File: config.mk
export PLATFORM = sky130hd
export DESIGN_NAME = fast_corner_axis_packer
export DESIGN_NICKNAME = d
export VERILOG_FILES = /design/src/rtl/fast_corner_axis_packer.sv
export SDC_FILE = /design/constraint.sdc
export NUM_CORES = 2
export LEC_CHECK = 0
export BUFFER_PORTS_ARGS = -buffer_cell sky130_fd_sc_hd__buf_4
export CORE_ASPECT_RATIO = 2
export CORE_MARGIN = 5
export CORE_UTILIZATION = 30
export CTS_CLUSTER_SIZE = 40
export DETAILED_ROUTE_END_ITERATION = 8
export MAX_ROUTING_LAYER = met4
export PLACE_DENSITY_LB_ADDON = 0.08
export SYNTH_ARGS = -nofsm -noshare
export SYNTH_HDL_FRONTEND = slang
export SYNTH_SLANG_ARGS = --single-unit
File: constraint.sdc
create_clock -name clk -period 5 [get_ports clk]
set_input_delay 1 -clock clk [delete_from_list [all_inputs] [get_ports clk]]
set_output_delay 1 -clock clk [all_outputs]
set_load 0.02 [all_outputs]
File: src/rtl/fast_corner_axis_packer.sv
// Packs NMS corners into framed 32-bit AXI4-Stream words: header, one or two
// words per corner from a backpressure FIFO, then a counted trailer with tlast.
module fast_corner_axis_packer #(
  parameter int unsigned COORD_W     = 10,
  parameter int unsigned SCORE_W     = 13,
  parameter int unsigned FIFO_DEPTH  = 64,
  parameter int unsigned MAX_CORNERS = 1024
) (
  input  logic               clk,
  input  logic               rst,
  input  logic               ce,
  input  logic               sof,
  input  logic               eof,
  input  logic               score_en,
  input  logic               corner_in,
  input  logic [COORD_W-1:0] x_coord,
  input  logic [COORD_W-1:0] y_coord,
  input  logic [SCORE_W-1:0] score,
  output logic [31:0]        m_axis_tdata,
  output logic [3:0]         m_axis_tkeep,
  output logic               m_axis_tlast,
  output logic               m_axis_tvalid,
  input  logic               m_axis_tready,
  output logic               frame_done,
  output logic [15:0]        drop_cnt,
  output logic               proto_err
);

  localparam int unsigned AW    = $clog2(FIFO_DEPTH);
  localparam int unsigned CW    = AW + 1;
  localparam int unsigned ENT_W = 2 * COORD_W + SCORE_W;
  localparam logic [CW-1:0] FULL_CNT  = CW'(FIFO_DEPTH);
  localparam logic [15:0]   MAX_ACC   = 16'(MAX_CORNERS);
  localparam logic [15:0]   HDR_MAGIC = 16'hFA57;

  typedef enum logic [1:0] {IDLE, HEADER, STREAM, TRAILER} state_e;

  state_e           state_q, state_d;
  logic [ENT_W-1:0] mem [FIFO_DEPTH];
  logic [AW-1:0]    wr_ptr_q, wr_ptr_d;
  logic [AW-1:0]    rd_ptr_q, rd_ptr_d;
  logic [CW-1:0]    cnt_q, cnt_d;
  logic             frame_active_q, frame_active_d;
  logic             score_en_q, score_en_d;
  logic             score_pend_q, score_pend_d;
  logic [15:0]      acc_q, acc_d;
  logic [15:0]      drop_q, drop_d;
  logic [15:0]      frame_id_q, frame_id_d;
  logic [31:0]      tdata_q, tdata_d;
  logic [3:0]       tkeep_q, tkeep_d;
  logic             tlast_q, tlast_d;
  logic             tvalid_q, tvalid_d;
  logic             frame_done_q, frame_done_d;
  logic [15:0]      drop_cnt_q, drop_cnt_d;
  logic             proto_err_q, proto_err_d;

  logic             start_c;
  logic             push_c;
  logic             pop_c;
  logic             out_free_c;
  logic             fifo_full_c;
  logic             fifo_empty_c;
  logic [ENT_W-1:0] head_c;
  logic [COORD_W-1:0] head_x_c;
  logic [COORD_W-1:0] head_y_c;
  logic [SCORE_W-1:0] head_s_c;

  assign fifo_full_c  = (cnt_q == FULL_CNT);
  assign fifo_empty_c = (cnt_q == '0);
  assign head_c       = mem[rd_ptr_q];
  assign head_x_c     = head_c[COORD_W-1:0];
  assign head_y_c     = head_c[2*COORD_W-1:COORD_W];
  assign head_s_c     = head_c[ENT_W-1:2*COORD_W];
  assign out_free_c   = !tvalid_q || m_axis_tready;
  assign start_c      = ce && sof && (state_q == IDLE);

  // Corner storage; entries are {score, y, x}. Contents need no reset.
  always_ff @(posedge clk) begin
    if (push_c) begin
      mem[wr_ptr_q] <= {score, y_coord, x_coord};
    end
  end

  always_comb begin
    state_d        = state_q;
    wr_ptr_d       = wr_ptr_q;
    rd_ptr_d       = rd_ptr_q;
    cnt_d          = cnt_q;
    frame_active_d = frame_active_q;
    score_en_d     = score_en_q;
    score_pend_d   = score_pend_q;
    acc_d          = acc_q;
    drop_d         = drop_q;
    frame_id_d     = frame_id_q;
    tdata_d        = tdata_q;
    tkeep_d        = tkeep_q;
    tlast_d        = tlast_q;
    tvalid_d       = tvalid_q;
    frame_done_d   = 1'b0;
    drop_cnt_d     = drop_cnt_q;
    proto_err_d    = proto_err_q;
    push_c         = 1'b0;
    pop_c          = 1'b0;

    if (ce && sof && (state_q != IDLE)) begin
      proto_err_d = 1'b1;
    end

    if (start_c) begin
      score_en_d     = score_en;
      frame_active_d = 1'b1;
      acc_d          = '0;
      drop_d         = '0;
    end

    // Accept rule: a corner in the sof cycle already belongs to the new frame.
    if (ce && corner_in && (frame_active_q || start_c)) begin
      if (!fifo_full_c && (acc_d < MAX_ACC)) begin
        push_c = 1'b1;
        acc_d  = acc_d + 16'd1;
      end else if (drop_d != 16'hFFFF) begin
        drop_d = drop_d + 16'd1;
      end
    end

    if (ce && eof && (frame_active_q || start_c)) begin
      frame_active_d = 1'b0;
    end

    unique case (state_q)
      IDLE: begin
        if (start_c) begin
          tdata_d  = {HDR_MAGIC, frame_id_q};
          tkeep_d  = 4'hF;
          tlast_d  = 1'b0;
          tvalid_d = 1'b1;
          state_d  = HEADER;
        end
      end
      HEADER, STREAM: begin
        if (out_free_c) begin
          state_d  = STREAM;
          tvalid_d = 1'b0;
          tkeep_d  = 4'h0;
          tlast_d  = 1'b0;
          if (score_pend_q) begin
            tdata_d      = 32'(head_s_c);
            tkeep_d      = 4'hF;
            tvalid_d     = 1'b1;
            score_pend_d = 1'b0;
            pop_c        = 1'b1;
          end else if (!fifo_empty_c) begin
            tdata_d  = {16'(head_y_c), 16'(head_x_c)};
            tkeep_d  = 4'hF;
            tvalid_d = 1'b1;
            if (score_en_q) begin
              score_pend_d = 1'b1;
            end else begin
              pop_c = 1'b1;
            end
          end else if (!frame_active_q) begin
            tdata_d  = {acc_q, drop_q};
            tkeep_d  = 4'hF;
            tlast_d  = 1'b1;
            tvalid_d = 1'b1;
            state_d  = TRAILER;
          end
        end
      end
      TRAILER: begin
        if (m_axis_tready) begin
          tvalid_d     = 1'b0;
          tkeep_d      = 4'h0;
          tlast_d      = 1'b0;
          frame_done_d = 1'b1;
          drop_cnt_d   = drop_q;
          frame_id_d   = frame_id_q + 16'd1;
          state_d      = IDLE;
        end
      end
      default: state_d = IDLE;
    endcase

    // Occupancy uses the registered count, so a pop never frees room for a same-cycle push.
    if (push_c) begin
      wr_ptr_d = wr_ptr_q + AW'(1);
    end
    if (pop_c) begin
      rd_ptr_d = rd_ptr_q + AW'(1);
    end
    if (push_c && !pop_c) begin
      cnt_d = cnt_q + CW'(1);
    end else if (!push_c && pop_c) begin
      cnt_d = cnt_q - CW'(1);
    end
  end

  always_ff @(posedge clk) begin
    if (rst) begin
      state_q        <= IDLE;
      wr_ptr_q       <= '0;
      rd_ptr_q       <= '0;
      cnt_q          <= '0;
      frame_active_q <= 1'b0;
      score_en_q     <= 1'b0;
      score_pend_q   <= 1'b0;
      acc_q          <= '0;
      drop_q         <= '0;
      frame_id_q     <= '0;
      tdata_q        <= '0;
      tkeep_q        <= '0;
      tlast_q        <= 1'b0;
      tvalid_q       <= 1'b0;
      frame_done_q   <= 1'b0;
      drop_cnt_q     <= '0;
      proto_err_q    <= 1'b0;
    end else begin
      state_q        <= state_d;
      wr_ptr_q       <= wr_ptr_d;
      rd_ptr_q       <= rd_ptr_d;
      cnt_q          <= cnt_d;
      frame_active_q <= frame_active_d;
      score_en_q     <= score_en_d;
      score_pend_q   <= score_pend_d;
      acc_q          <= acc_d;
      drop_q         <= drop_d;
      frame_id_q     <= frame_id_d;
      tdata_q        <= tdata_d;
      tkeep_q        <= tkeep_d;
      tlast_q        <= tlast_d;
      tvalid_q       <= tvalid_d;
      frame_done_q   <= frame_done_d;
      drop_cnt_q     <= drop_cnt_d;
      proto_err_q    <= proto_err_d;
    end
  end

  assign m_axis_tdata  = tdata_q;
  assign m_axis_tkeep  = tkeep_q;
  assign m_axis_tlast  = tlast_q;
  assign m_axis_tvalid = tvalid_q;
  assign frame_done    = frame_done_q;
  assign drop_cnt      = drop_cnt_q;
  assign proto_err     = proto_err_q;

endmodule
==> impl_results.html <==
<table>
<tr><th>Metric</th><th>Value</th></tr>
<tr><th colspan="2">Timing</th></tr>
<tr><td>Unrepaired setup endpoints after global routing</td><td>no</td></tr>
<tr><td>Relative max-transition margin</td><td>26.5%</td></tr>
<tr><td>Sum Neg Setup Slack</td><td>0 ps</td></tr>
<tr><td>Final setup violation count</td><td>0</td></tr>
<tr><td>Minimum clock period</td><td>3780 ps</td></tr>
<tr><td>Clock Skews</td><td>29.2 ps</td></tr>
<tr><td>Max-slew violation count</td><td>0</td></tr>
<tr><td>Highest clock frequency the design can meet</td><td>264 MHz</td></tr>
<tr><td>Measured slew at the worst slew-check pin</td><td>1100 ps</td></tr>
<tr><td>Ratio of final minimum period to clock period</td><td>75.7%</td></tr>
<tr><td>Number of failing hold endpoints at the final stage</td><td>0</td></tr>
<tr><th colspan="2">Detailed routing</th></tr>
<tr><td>Drt pass-1 iters</td><td>6</td></tr>
<tr><td>Via count</td><td>41964</td></tr>
<tr><td>Starting DRT DRC Count</td><td>3094</td></tr>
<tr><td>Post-detailed-routing wire length</td><td>284000 µm</td></tr>
<tr><td>Number of remaining DRC errors</td><td>0</td></tr>
<tr><td>Antenna violation net count after detailed routing</td><td>0</td></tr>
<tr><td>Routed WL per cell</td><td>34.5 µm</td></tr>
<tr><td>Mean number of vias per cell</td><td>5.10</td></tr>
<tr><th colspan="2">Global route</th></tr>
<tr><td>Global-route wire length before repair</td><td>387000 µm</td></tr>
<tr><td>Leftover overflow at the end of global routing</td><td>0</td></tr>
<tr><td>Total global routing track utilization</td><td>19.3%</td></tr>
<tr><td>Maximum number of pins on one net before global-route repair</td><td>65</td></tr>
<tr><td>Vias in the first global route</td><td>44649</td></tr>
<tr><td>Antenna violations before repair</td><td>16</td></tr>
<tr><th colspan="2">Clock network</th></tr>
<tr><td>Number of buffers inserted by hold repair at cts</td><td>0</td></tr>
<tr><td>CTS tree</td><td>built</td></tr>
<tr><td>Number of setup buffers added after CTS</td><td>0</td></tr>
<tr><td>Total clock buffers created by CTS</td><td>208</td></tr>
<tr><td>TritonCTS Sinks</td><td>2242</td></tr>
<tr><td>CTS root buf</td><td>sky130_fd_sc_hd__clkbuf_16</td></tr>
<tr><td># resized after CTS</td><td>0</td></tr>
<tr><td>Clock slew at reported path FFs</td><td>70 ps</td></tr>
<tr><td>Worst skew pair latency</td><td>880 ps</td></tr>
<tr><td>Count of H-tree levels built during CTS</td><td>4</td></tr>
<tr><td>Max Root-Sink Buffers</td><td>4</td></tr>
<tr><th colspan="2">Power</th></tr>
<tr><td>Leak Pwr</td><td>0.0302 µW</td></tr>
<tr><td>Worst vdd ir</td><td>0.477 mV</td></tr>
<tr><td>Power per cell area</td><td>422 mW/mm²</td></tr>
<tr><th colspan="2">Synth</th></tr>
<tr><td>Post-synth ARST share</td><td>0%</td></tr>
<tr><td>Part of the Yosys area used for sequential elements</td><td>76.4%</td></tr>
<tr><td>Number of flops mapped to enable cells by yosys</td><td>2112</td></tr>
<tr><td>Syn_area_per_cell</td><td>21.8 µm²</td></tr>
<tr><td>Netlist area before placement</td><td>0.0864 mm²</td></tr>
<tr><td>Synthesized instance count</td><td>3971</td></tr>
<tr><td>Count of state elements after synthesis</td><td>2242</td></tr>
<tr><td>Synth warnings</td><td>0</td></tr>
<tr><td>Dominant register cell in the synthesized netlist</td><td>sky130_fd_sc_hd__edfxtp_1</td></tr>
<tr><td>Post-synthesis cell type count</td><td>65</td></tr>
<tr><td>Net count after synthesis</td><td>4028</td></tr>
<tr><th colspan="2">Floorplan</th></tr>
<tr><td>Row cnt</td><td>278</td></tr>
<tr><td>Core Region</td><td>0.287 mm²</td></tr>
<tr><td>IO Pins</td><td>97</td></tr>
<tr><td>Effective utilization at floorplan</td><td>30.2%</td></tr>
<tr><td>Horiz. Die Dim</td><td>390 µm</td></tr>
<tr><td>Total Die Area</td><td>0.300 mm²</td></tr>
<tr><td>Chip Height</td><td>769 µm</td></tr>
<tr><th colspan="2">Critical path</th></tr>
<tr><td>Capture instance of the worst register-to-register path</td><td>m_axis_tdata[0]</td></tr>
<tr><td>Setup slack, reg-to-reg</td><td>1220 ps</td></tr>
<tr><td>Critical path launch point type</td><td>flop</td></tr>
<tr><td>CP required</td><td>5750 ps</td></tr>
<tr><td>Max stage delay cell, worst path</td><td>sky130_fd_sc_hd__dfxtp_4</td></tr>
<tr><td>Ordered cell list for the critical path</td><td>buf_4, mux4_2, a21oi_1, a221oi_1, or4_1, or3_1, a22oi_1, a21oi_1</td></tr>
<tr><td>Critical path arrival</td><td>4530 ps</td></tr>
<tr><td>Delay contributed by the slowest stage of the critical path</td><td>1040 ps</td></tr>
<tr><td>Critical path capture point type</td><td>flop</td></tr>
<tr><td>Number of cell instances on the worst register-to-register path</td><td>8</td></tr>
<tr><td>Biggest fanout along the worst timing path</td><td>41</td></tr>
<tr><td>Crit Path Category</td><td>reg2reg</td></tr>
<tr><td>Most Frequent Cell on Critical Path</td><td>sky130_fd_sc_hd__a21oi_1</td></tr>
<tr><th colspan="2">Finish</th></tr>
<tr><td>Leading cell type in the layout, fill and taps excluded</td><td>sky130_fd_sc_hd__edfxtp_1</td></tr>
<tr><td>Total Nets Final</td><td>4329</td></tr>
<tr><td>Fraction of layout cells with a size suffix above 1</td><td>29.8%</td></tr>
<tr><td>Area delta synth-&gt;final</td><td>16.2%</td></tr>
<tr><td>Post-layout instance count excluding filler cells</td><td>8225</td></tr>
<tr><td>Filler Cell Count</td><td>26778</td></tr>
<tr><td>Most used cells in the layout excluding fill and tap cells</td><td>sky130_fd_sc_hd__edfxtp_1 (2112), sky130_fd_sc_hd__mux4_2 (619), sky130_fd_sc_hd__buf_4 (235)</td></tr>
<tr><th colspan="2">Min path</th></tr>
<tr><td>Worst Hold End</td><td>frame_active_q</td></tr>
<tr><td>Hold Path Class</td><td>in2reg</td></tr>
<tr><td>Hold path depth</td><td>2</td></tr>
<tr><td>Hold Crit Start</td><td>eof</td></tr>
<tr><th colspan="2">Flow run</th></tr>
<tr><td>Max-cap check violation count</td><td>0</td></tr>
<tr><th colspan="2">Outcome</th></tr>
<tr><td>Run status</td><td>finished, final reports clean</td></tr>
<tr><th colspan="2">Placed design</th></tr>
<tr><td>HPWL after detailed placement</td><td>167000 µm</td></tr>
<tr><td>Instance count after placement with tap cells included</td><td>7842</td></tr>
<tr><td>Final estimated routing congestion in global placement</td><td>0.772</td></tr>
<tr><td>Input/output buffers</td><td>96</td></tr>
</table>
==> cell usage after synthesis (29+ instances only) <==
cell type | count | area share [%]
sky130_fd_sc_hd__a21oi_1 | 65 | 0.38
sky130_fd_sc_hd__o21ai_0 | 29 | 0.17
sky130_fd_sc_hd__edfxtp_1 | 2112 | 73
sky130_fd_sc_hd__nor2_1 | 179 | 0.78
sky130_fd_sc_hd__nand3_1 | 33 | 0.19
sky130_fd_sc_hd__buf_2 | 71 | 0.41
sky130_fd_sc_hd__mux2i_1 | 82 | 0.95
sky130_fd_sc_hd__clkbuf_1 | 71 | 0.31
sky130_fd_sc_hd__buf_1 | 30 | 0.13
sky130_fd_sc_hd__xor2_1 | 29 | 0.29
sky130_fd_sc_hd__dfxtp_1 | 130 | 3.0
sky130_fd_sc_hd__nand2_1 | 162 | 0.70
sky130_fd_sc_hd__mux4_2 | 619 | 16
sky130_fd_sc_hd__buf_4 | 30 | 0.26
==> how the worst max path moves through the flow <==
stage                            endpoint  startpoint  cells past startpoint  slack (ps)
after floorplan                mem[45][0]         sof                      6         810
final                     m_axis_tdata[0]        flop                      8        1220
after global placement           cnt_q[6]         sof                     14         920
after global routing      m_axis_tdata[0]        flop                      8        1050
after detailed placement      mem[31][17]         sof                     10         970
after CTS                 m_axis_tdata[1]        flop                      7        1090
==> area by class of cell <==
| cell class | instances | area [µm²] | area share [%] |
|---|---|---|---|
| Sequential cell | 2242 | 66000 | 65.7 |
| Multi-Input combinational cell | 1492 | 19700 | 19.6 |
| Clock buffer | 254 | 5510 | 5.49 |
| Tap cell | 3780 | 4730 | 4.71 |
| Timing Repair Buffer | 312 | 3310 | 3.29 |
| Clock inverter | 122 | 1090 | 1.09 |
| Inverter | 16 | 68.8 | 0.0685 |
| Antenna cell | 7 | 17.5 | 0.0174 |
==> state kept, by name, summed over array words and instances, names as in the netlist, 2 cells and up, named ones only <==
signal        count
rd_ptr_q          6
frame_id_q       16
mem            2112
drop_q           16
m_axis_tdata     32
wr_ptr_q          6
acc_q            16
state_q           2
cnt_q             7
drop_cnt         16
==> routing by layer <==
layer | vias up | track usage [%] | wire length (µm)
li1 | 17199 | - | -
met1 | 23656 | 22.0 | 109000
met2 | 797 | 36.3 | 160000
met3 | 312 | 1.80 | 7620
met4 | 0 | 4.52 | 6830
met5 | - | - | 0
==> logic make-up (layout without fill, tap and decap cells) <==
kind of cell,after synthesis,in the layout,synth area share [%]
mux,709,709,17.2
buf+inv,237,704,1.43
simple gates,502,502,2.62
fa+ha+maj,16,16,0.240
flops,2242,2242,76.4
xor+xnor,48,48,0.486
compound gates,217,217,1.66
other cells,0,7,0
==> per-stage QoR <==
stage | util (%) | cell area, µm² | hold slack (ps) | power (µW) | setup WS [ps]
2_1_floorplan | - | 86400 | 446 | 24700 | 814
3_3_place_gp | 32.7 | 93800 | 446 | 27000 | 918
3_5_place_dp | 32.7 | 93800 | 450 | 27000 | 966
4_1_cts | 35.0 | 100000 | 275 | 43100 | 1090
5_1_grt | 35.0 | 100000 | 325 | 44000 | 1050
6_report | 35.1 | 100000 | 344 | 42400 | 1220
==> power breakdown <==
group	switching, µW	leakage, µW	internal (µW)	total, µW
clock	7170	0.00323	8810	16000
sequential	183	0.0200	20700	20900
combinational	3190	0.00691	2360	5550
==> critical path, delay by kind of cell, from the launching register on <==
kind,cells,cell delay [ps]
simple gates,2,1050
mux,1,330
compound gates,4,770
buf+inv,1,400
flops,1,1040
(Power assumes the default switching activity.)
